--- config.mk ---
export PLATFORM = sky130hd
export DESIGN_NAME = lru_victim_allocator
export DESIGN_NICKNAME = d
export VERILOG_FILES = /design/src/rtl/lru_victim_allocator.sv
export SDC_FILE = /design/constraint.sdc
export NUM_CORES = 1
export LEC_CHECK = 0
export BUFFER_PORTS_ARGS = -buffer_cell sky130_fd_sc_hd__buf_2
export CORE_UTILIZATION = 30
export DETAILED_ROUTE_END_ITERATION = 10
export PLACE_DENSITY = 0.55
export SLEW_MARGIN = 20
export SYNTH_ARGS = -nofsm -noshare
export SYNTH_HDL_FRONTEND = slang
export SYNTH_SLANG_ARGS = --single-unit
--- constraint.sdc ---
create_clock -name clk -period 2.3 [get_ports clk]
set_input_delay 0.575 -clock clk [delete_from_list [all_inputs] [get_ports clk]]
set_output_delay 0.575 -clock clk [all_outputs]
set_load 0.02 [all_outputs]
--- src/rtl/lru_victim_allocator.sv ---
// rtl/lru_victim_allocator.sv - entry valid bits, victim selection and access arbitration for an LRU tracker
// lru_idx is trusted only once settle_cnt has drained after the last issued touch.
module lru_victim_allocator #(
  parameter int NO_ENTRY   = 8,
  parameter int IDX_WIDTH  = $clog2(NO_ENTRY),
  parameter int SETTLE_CYC = NO_ENTRY / 2 + 1
) (
  input  logic                 clk,
  input  logic                 rst,
  input  logic                 hit_en,
  input  logic [IDX_WIDTH-1:0] hit_idx,
  input  logic                 inval_en,
  input  logic [IDX_WIDTH-1:0] inval_idx,
  input  logic                 alloc_req,
  output logic                 alloc_gnt,
  output logic [IDX_WIDTH-1:0] alloc_idx,
  output logic                 acc_en,
  output logic [IDX_WIDTH-1:0] acc_idx,
  input  logic [IDX_WIDTH-1:0] lru_idx,
  output logic [NO_ENTRY-1:0]  valid_vec,
  output logic                 busy
);

  localparam int CNT_W = $clog2(SETTLE_CYC + 1);

  typedef enum logic [1:0] {IDLE, GRANT, WAIT} state_t;

  state_t               state, state_d;
  logic [CNT_W-1:0]     settle_cnt, settle_d;
  logic [NO_ENTRY-1:0]  valid_d;
  logic                 gnt_d, acc_en_d, busy_d;
  logic [IDX_WIDTH-1:0] alloc_idx_d, acc_idx_d;
  logic                 hit_ok, accept, free_found;
  logic [IDX_WIDTH-1:0] free_idx, victim;

  always_comb begin
    free_found = 1'b0;
    free_idx   = '0;
    for (int i = NO_ENTRY - 1; i >= 0; i--) begin
      if (!valid_vec[i]) begin
        free_found = 1'b1;
        free_idx   = IDX_WIDTH'(i);
      end
    end
  end

  always_comb begin
    // an invalidate of the same entry in the same cycle cancels the touch
    hit_ok = hit_en && valid_vec[hit_idx] && !(inval_en && (inval_idx == hit_idx));
    victim = free_found ? free_idx : lru_idx;
    accept = (state == IDLE) && alloc_req && (settle_cnt == '0) && !hit_en && !hit_ok;

    acc_en_d    = accept || hit_ok;
    acc_idx_d   = acc_idx;
    if (accept)      acc_idx_d = victim;
    else if (hit_ok) acc_idx_d = hit_idx;

    gnt_d       = accept;
    alloc_idx_d = accept ? victim : alloc_idx;

    if (acc_en_d)                settle_d = CNT_W'(SETTLE_CYC);
    else if (settle_cnt != '0)   settle_d = settle_cnt - CNT_W'(1);
    else                         settle_d = '0;

    valid_d = valid_vec;
    if (inval_en) valid_d[inval_idx] = 1'b0;
    if (accept)   valid_d[victim]    = 1'b1;

    state_d = state;
    case (state)
      IDLE:    if (accept) state_d = GRANT;
      GRANT:   state_d = WAIT;
      WAIT:    if (settle_d == '0) state_d = IDLE;
      default: state_d = IDLE;
    endcase

    busy_d = (state_d != IDLE) || (settle_d != '0);
  end

  always_ff @(posedge clk or posedge rst) begin
    if (rst) begin
      state      <= IDLE;
      settle_cnt <= '0;
      valid_vec  <= '0;
      alloc_gnt  <= 1'b0;
      alloc_idx  <= '0;
      acc_en     <= 1'b0;
      acc_idx    <= '0;
      busy       <= 1'b0;
    end else begin
      state      <= state_d;
      settle_cnt <= settle_d;
      valid_vec  <= valid_d;
      alloc_gnt  <= gnt_d;
      alloc_idx  <= alloc_idx_d;
      acc_en     <= acc_en_d;
      acc_idx    <= acc_idx_d;
      busy       <= busy_d;
    end
  end

endmodule

==> impl_metrics.tcl, run 1 <==
set metrics [dict create \
    status "completed" \
    p_leak_nw 0.697 \
    worst-setup-path-type "reg2reg" \
    cp.required_ns 2.45 \
    end_kind "flop" \
    first_iter_violations 45 \
    rsz0062_at_grt "no" \
    synth_area_per_cell_sq_um 11.3 \
    h-tree-depth 1 \
    area_growth_pct 26.6 \
    cts_buffers 3 \
    final_common_cell "buf_2" \
    hold_viol_final 0 \
    setup_viol 0 \
    grt_use_met1 0.194 \
    met3_usage 0.0401 \
    vias 967 \
    yosysTopAreaCellShare 0.498 \
    reg2reg_to "busy" \
    start_kind "flop" \
    crit_end "busy" \
    grt_max_degree 23 \
    wire_per_inst_um 16.0 \
    cts_root_buf "clkbuf_8" \
    synth_seq_cells 22 \
    slew_violations 0 \
    syn-cell-area_sq_um 1100 \
    finalNetCount 149 \
    most-common-layout-cells "buf_2 (30), dfrtp_1 (22), o21ai_0 (10)" \
    yosysTopAreaCell "dfrtp_1" \
    min_period_ns 1.99 \
    hp-class "in2async" \
    hpwl_um 2160 \
    via_per_inst 5.37 \
    grt_pass1_vias 989 \
    max_freq_mhz 503 \
    postRouteAntennaNets 0 \
    worstMarginPinSlew_ns 0.677 \
    setup_tns_ns 0 \
    cp-startpoint "valid_vec[5]" \
    first_pass_iters 4 \
    start_util 0.321 \
    worstPathMaxFanout 8 \
    syn_nets 112 \
    num_io_pins 31 \
    final_cells 180 \
    synth_ff_type "dfrtp_1" \
    antenna_found_initial 0 \
    gr-max-usage-layer "met2" \
    synthCells 98 \
    clock_path_buffers 2 \
    io_buffer_count 30 \
    nFillCells 355 \
    r2r_setup_slack_ns 0.31 \
    ys_top_cells_by_area "dfrtp_1 (50%), mux4_1 (4.8%), o21ai_0 (4.5%)" \
    postCtsResizedCells 0 \
    drt_drc_violations_left 0 \
    die_area_sq_um 3930 \
    track_usage 0.157 \
    diodes 0 \
    dieWidth_um 62.7 \
    maxCapViolCount 0 \
    drive_gt1_frac 0.321 \
    use_met2 0.277 \
    cts_tree "built" \
    cts.clk_slew.worst_paths_ns 0.08 \
    wirelength_um 2890 \
    row_count 21 \
    coreArea_sq_um 3440 \
    cts_sinks 22 \
    ys_warn_count 0 \
    grt_pass1_wl_um 4810 \
    cts_setup_buffers 0 \
    cts.hold.buffers_added 0 \
    dp_cells 176 \
    relSlewSlack 0.547 \
    yosysSeqAreaShare 0.498 \
    clock_latency_ns 0.27 \
    vdd_drop_max_uv 625 \
    multi_input_area_sq_um 528 \
    rr_worst_depth 4 \
    skew_ns 0.00615 \
    die_h_um 62.7 \
    ys_types 34 \
    cp.arrival_ns 2.14 \
    p_per_area_nw_per_um2 1090 \
    regArea_sq_um 551 \
    async_flop_share 1.00 \
    grt-ovfl-total 0 \
    gp_congestion 0.815 \
    fin_crit_sh 0.864 \
    rr_startpoint "valid_vec[5]" \
    synth-edff-count 0 \
]
==> cell families after synthesis <==
family / Yosys count / synth area share
AOI/OAI and AO/OA: 34 / 0.227
xor gates and xnor gates: 4 / 0.0317
buffers and inverters: 7 / 0.0238
DFF: 22 / 0.498
muxes: 4 / 0.0781
and+or+nand+nor: 27 / 0.142
==> cells in the mapped netlist (2+ instances only) <==
cell type	number
dfrtp_1	22
nand2_1	8
a21o_1	2
inv_1	7
nand4_1	3
and4_1	3
nand2b_1	3
a31o_2	2
o21ai_0	10
mux4_1	2
nor2_1	2
o41ai_1	2
a221o_1	2
nor3_1	3
o31ai_1	4
a31oi_1	2
a32o_1	2
xnor2_1	3
==> where the power goes <==
group | internal (mW) | switching, mW
Combinational | 0.213 | 0.333
Clock | 0.233 | 0.130
Sequential | 0.500 | 0.116
Total | 0.946 | 0.579
==> routing by layer <==
metal | up-vias | share of wire
li1 | 458 | -
met1 | 474 | 0.44
met2 | 32 | 0.49
met3 | 3 | 0.058
met4 | 0 | 0.0042
met5 | - | 0
==> flip-flops by register name, summed over array words and instances, names as in the netlist <==
signal / flops
acc_en: 1
valid_vec: 8
acc_idx: 3
settle_cnt: 3
alloc_idx: 3
state: 2
busy: 1
alloc_gnt: 1
==> per-stage QoR <==
stage | hold WS, ns | cell area, sq um | worst slack, ns | util | power, mW
2_1_floorplan | 0.487 | 1100 | 0.283 | - | 0.964
3_5_place_dp | 0.473 | 1330 | 0.0274 | 0.386 | 1.17
3_3_place_gp | 0.469 | 1330 | 0.102 | 0.386 | 1.15
5_1_grt | 0.348 | 1400 | 0.261 | 0.406 | 1.63
4_1_cts | 0.343 | 1400 | 0.305 | 0.406 | 1.54
6_report | 0.329 | 1400 | 0.312 | 0.406 | 1.52
==> worst min path at each step <==
stage	depth (start not counted)	start	slack [ns]	to
final	3	rst	0.33	state[0]
after global routing	3	rst	0.35	state[0]
after CTS	3	rst	0.34	state[0]
after detailed placement	2	alloc_idx[0]	0.47	alloc_idx[0]
after global placement	2	alloc_idx[0]	0.47	alloc_idx[0]
after floorplan	2	settle_cnt[2]	0.49	settle_cnt[2]
==> worst max-delay path, cell delays in order, from the launching register on <==
cell	delay (ns)
dfrtp_1	0.48
mux4_1	0.56
mux2_2	0.31
and3_4	0.20
or3_1	0.34
==> area by class of cell <==
type                    instances  share of cell area
flip-flops and latches         22               0.394
repair buffers                 32               0.118
clock inverters                 1              0.0215
multi-input cells              69               0.377
well taps                      46              0.0411
inverters                       7              0.0188
clock buffers                   3              0.0295
(Power assumes the default switching activity.)
==> run 2: changes to the inputs <==
PLACE_DENSITY = 0.51   (was 0.55)
==> run 2 against run 1 <==
Effect of this change: first-iteration DRC count down 6.7%; non-clock buffer count is 1 higher; largest cell class unchanged; sequential share of layout area increased by 0.25 points.
==> impl_metrics.tcl, run 2 (synthesis gave the netlist of run 1 again) <==
set metrics [dict create \
    gp_congestion 0.859 \
    area_growth_pct 25.8 \
    cp.arrival_ns 2.12 \
    finalInstanceArea_sq_um 1390 \
    cts_buffers 3 \
    wl_met2_um 1380 \
    dieWidth_um 62.7 \
    rsz0062_at_grt "no" \
    wirelength_um 2870 \
    relSlewSlack 0.535 \
    vias 985 \
    dpl_cell_area_sq_um 1340 \
    routed-wl-met3_um 128 \
    r2r_setup_slack_ns 0.33 \
    slew_violations 0 \
    max_flop_register "valid_vec" \
    most-common-layout-cells "buf_2 (30), dfrtp_1 (22), o21ai_0 (10)" \
    die_h_um 62.7 \
    hold_viol_final 0 \
    cts.clk_slew.worst_paths_ns 0.08 \
    status "completed" \
    setup_viol 0 \
    cts_root_buf "clkbuf_8" \
    highest_layer "met4" \
    cts_sinks 22 \
    worst-setup-path-type "reg2reg" \
    skew_ns 0.00527 \
    postCtsResizedCells 0 \
    finish.utilization 0.404 \
    setup_tns_ns 0 \
    wl_met1_um 1330 \
    worstPathMaxFanout 8 \
    dp_slack_ns 0.0518 \
    grt-ovfl-total 0 \
    drive_gt1_frac 0.326 \
    grt_pass1_wl_um 4860 \
    finalWorstSetupSlack_ns 0.329 \
    die_area_sq_um 3930 \
    wire_per_inst_um 15.9 \
    p_per_area_nw_per_um2 1030 \
    finalPower_mw 1.43 \
    max_freq_mhz 507 \
    row_count 21 \
    end_kind "flop" \
    worstMarginPinSlew_ns 0.695 \
    final_common_cell "buf_2" \
    num_io_pins 31 \
    clock_latency_ns 0.26 \
    first_pass_iters 4 \
    cp.required_ns 2.44 \
    hpwl_um 2210 \
    diodes 0 \
    finalNetCount 150 \
    maxCapViolCount 0 \
    cts_tree "built" \
    io_buffer_count 30 \
    hp-class "in2async" \
    largest_reg_flops 8 \
    track_usage 0.161 \
    coreArea_sq_um 3440 \
    grt_max_degree 23 \
    antenna_found_initial 0 \
    vdd_drop_max_uv 357 \
    first_iter_violations 42 \
    dp_cells 177 \
    fin_crit_sh 0.857 \
    min_period_ns 1.97 \
    h-tree-depth 1 \
    cts_setup_buffers 0 \
    p_leak_nw 0.696 \
    via_per_inst 5.44 \
    final_cells 181 \
    start_util 0.321 \
    cts.hold.buffers_added 0 \
    clock_path_buffers 2 \
    drt_drc_violations_left 0 \
    fin_hold_ws_ns 0.334 \
    grt_pass1_vias 990 \
    postRouteAntennaNets 0 \
    start_kind "flop" \
]
-- run 2: where the power goes --
part	switching, mW	internal [mW]
clock network	0.121	0.153
registers	0.115	0.501
logic	0.332	0.213
-- run 2: critical path: stages (launching register included) --
cell and delay, ns:
dfrtp_1 0.48, mux4_1 0.53, mux2_2 0.31, and3_4 0.20
or3_1 0.34
-- run 2: final cells by class --
class,count,area (sq um)
repair buffers,33,173
inverters,7,26.3
well taps,46,57.6
fillers,350,2050
multi-input cells,69,528
flip-flops and latches,22,551
clock buffers,4,55.1
-- run 2: path summary, 6_finish.rpt --
check | startpoint | endpoint | cells after the start
worst max-delay path | valid_vec[2] | busy | 4
worst min-delay path | rst | settle_cnt[1] | 3
worst max register to register | valid_vec[2] | busy | 4
worst min register to register | alloc_idx[1] | alloc_idx[1] | 1
max in group asynchronous | rst | valid_vec[4] | 3
min in group clk | alloc_idx[1] | alloc_idx[1] | 1
-- run 2: per-layer routing --
metal,global-route usage,vias up
li1,-,464
met1,0.208,485
met2,0.269,32
met3,0.0274,4
met4,0.0610,0
met5,0,-
==> run 3: changes to the inputs <==
RECOVER_POWER = 50   (was unset)
==> run 3 against run 2 <==
Effect of this change: core utilization is 0.40 points lower; hold slack better by 0.15 ns; clock skew decreased by 0.0013 ns; register-to-register slack is essentially flat; clock power hardly changed; design area fell by 0.99%; first-iteration DRC count shrank 38%; final cell count is the same; routed wire length rose by 0.66%; clock-buffer cell count is the same; critical path type unchanged; largest cell class unchanged.
==> impl_metrics.tcl, run 3 (synthesis gave the netlist of run 1 again) <==
set metrics [dict create \
    grt-ovfl-total 0 \
    end_kind "flop" \
    status "completed" \
    slew_violations 0 \
    p_per_area_nw_per_um2 1040 \
    p_leak_nw 0.670 \
    cp.required_ns 2.44 \
    io_buffer_count 30 \
    worst-setup-path-type "reg2reg" \
    hpwl_um 2210 \
    worstMarginPinSlew_ns 1.17 \
    h-tree-depth 1 \
    max_freq_mhz 507 \
    grt_pass1_wl_um 4860 \
    gp_congestion 0.859 \
    setup_tns_ns 0 \
    multi_input_area_sq_um 528 \
    slowest_stage "mux4_1" \
    worstPathMaxFanout 8 \
    cts_setup_buffers 0 \
    setup_viol 0 \
    postCtsResizedCells 0 \
    nFillCells 356 \
    drive_gt1_frac 0.274 \
    wirelength_um 2890 \
    cts_buffers 3 \
    hp-class "reg2reg" \
    final_common_cell "buf_2" \
    dieWidth_um 62.7 \
    maxCapViolCount 0 \
    cp_cell_sequence "mux4_1 -> mux2_2 -> and3_4 -> or3_1" \
    cts_root_buf "clkbuf_8" \
    crit_family "multiplexers" \
    wire_per_inst_um 16.0 \
    antenna_found_initial 0 \
    max_flop_register "valid_vec" \
    start_kind "flop" \
    grt_max_degree 23 \
    fin_crit_sh 0.858 \
    num_io_pins 31 \
    cp_slowest_stage_delay_ns 0.53 \
    via_per_inst 5.41 \
    coreArea_sq_um 3440 \
    clock_path_buffers 2 \
    dp_slack_ns 0.0518 \
    skew_ns 0.00395 \
    clock_latency_ns 0.26 \
    largest_reg_flops 8 \
    relSlewSlack 0.222 \
    finalWorstSetupSlack_ns 0.327 \
    most-common-layout-cells "buf_2 (25), dfrtp_1 (22), o21ai_0 (10)" \
    die_area_sq_um 3930 \
    first_pass_iters 4 \
    row_count 21 \
    regArea_sq_um 551 \
    first_iter_violations 26 \
    postRouteAntennaNets 0 \
    crit_buf_inv 0 \
    cp.arrival_ns 2.12 \
    grt_pass1_vias 990 \
    rsz0062_at_grt "no" \
    area_growth_pct 24.6 \
    min_period_ns 1.97 \
    vdd_drop_max_uv 356 \
    cts_sinks 22 \
    drt_drc_violations_left 0 \
    cts_tree "built" \
    cts.clk_slew.worst_paths_ns 0.08 \
    cts.hold.buffers_added 0 \
    dp_cells 177 \
    die_h_um 62.7 \
    track_usage 0.161 \
    finalNetCount 150 \
    final_cells 181 \
    start_util 0.321 \
    vias 980 \
    hold_viol_final 0 \
    diodes 0 \
]
[run 3: cell count changes in the layout (fill, tap and decap cells not counted)]
cell,delta
clkbuf_1,+7
buf_2,-5
buf_4,-2
[run 3: per-stage QoR]
stage          utilization  instance area (sq um)  power, mW  hold WS (ns)
3_3_place_gp         0.388                   1340       1.16         0.459
3_5_place_dp         0.388                   1340       1.18         0.470
2_1_floorplan            -                   1100      0.964         0.487
4_1_cts              0.404                   1390       1.46         0.339
6_report             0.400                   1380       1.43         0.486
5_1_grt              0.400                   1380       1.53         0.523
[run 3: worst paths after layout]
check,end,from,cells after the start,slack (ns)
hold reg to reg,alloc_idx[1],alloc_idx[1],1,0.49
setup reg to reg,busy,valid_vec[2],4,0.33
max in group asynchronous,valid_vec[4],rst,3,0.94
min in group asynchronous,settle_cnt[1],rst,3,0.67
hold / removal,alloc_idx[1],alloc_idx[1],1,0.49
setup / recovery,busy,valid_vec[2],4,0.33
[run 3: power by group]
| group | leakage (nW) | switching, mW | internal (mW) |
|---|---|---|---|
| Combinational | 0.349 | 0.334 | 0.199 |
| Sequential | 0.292 | 0.117 | 0.501 |
| Clock | 0.0288 | 0.122 | 0.153 |
| Total | 0.670 | 0.573 | 0.852 |
[run 3: area by class of cell]
class,count,area share
clock buffers,4,0.0400
multi-input cells,69,0.384
repair buffers,33,0.115
well taps,46,0.0418
inverters,7,0.0191
flip-flops and latches,22,0.400
[run 3: routing by layer]
layer	up-vias	track usage	wire length (um)
li1	463	-	-
met1	479	0.208	1350
met2	34	0.269	1370
met3	4	0.0274	135
met4	0	0.0610	29
met5	-	0	0
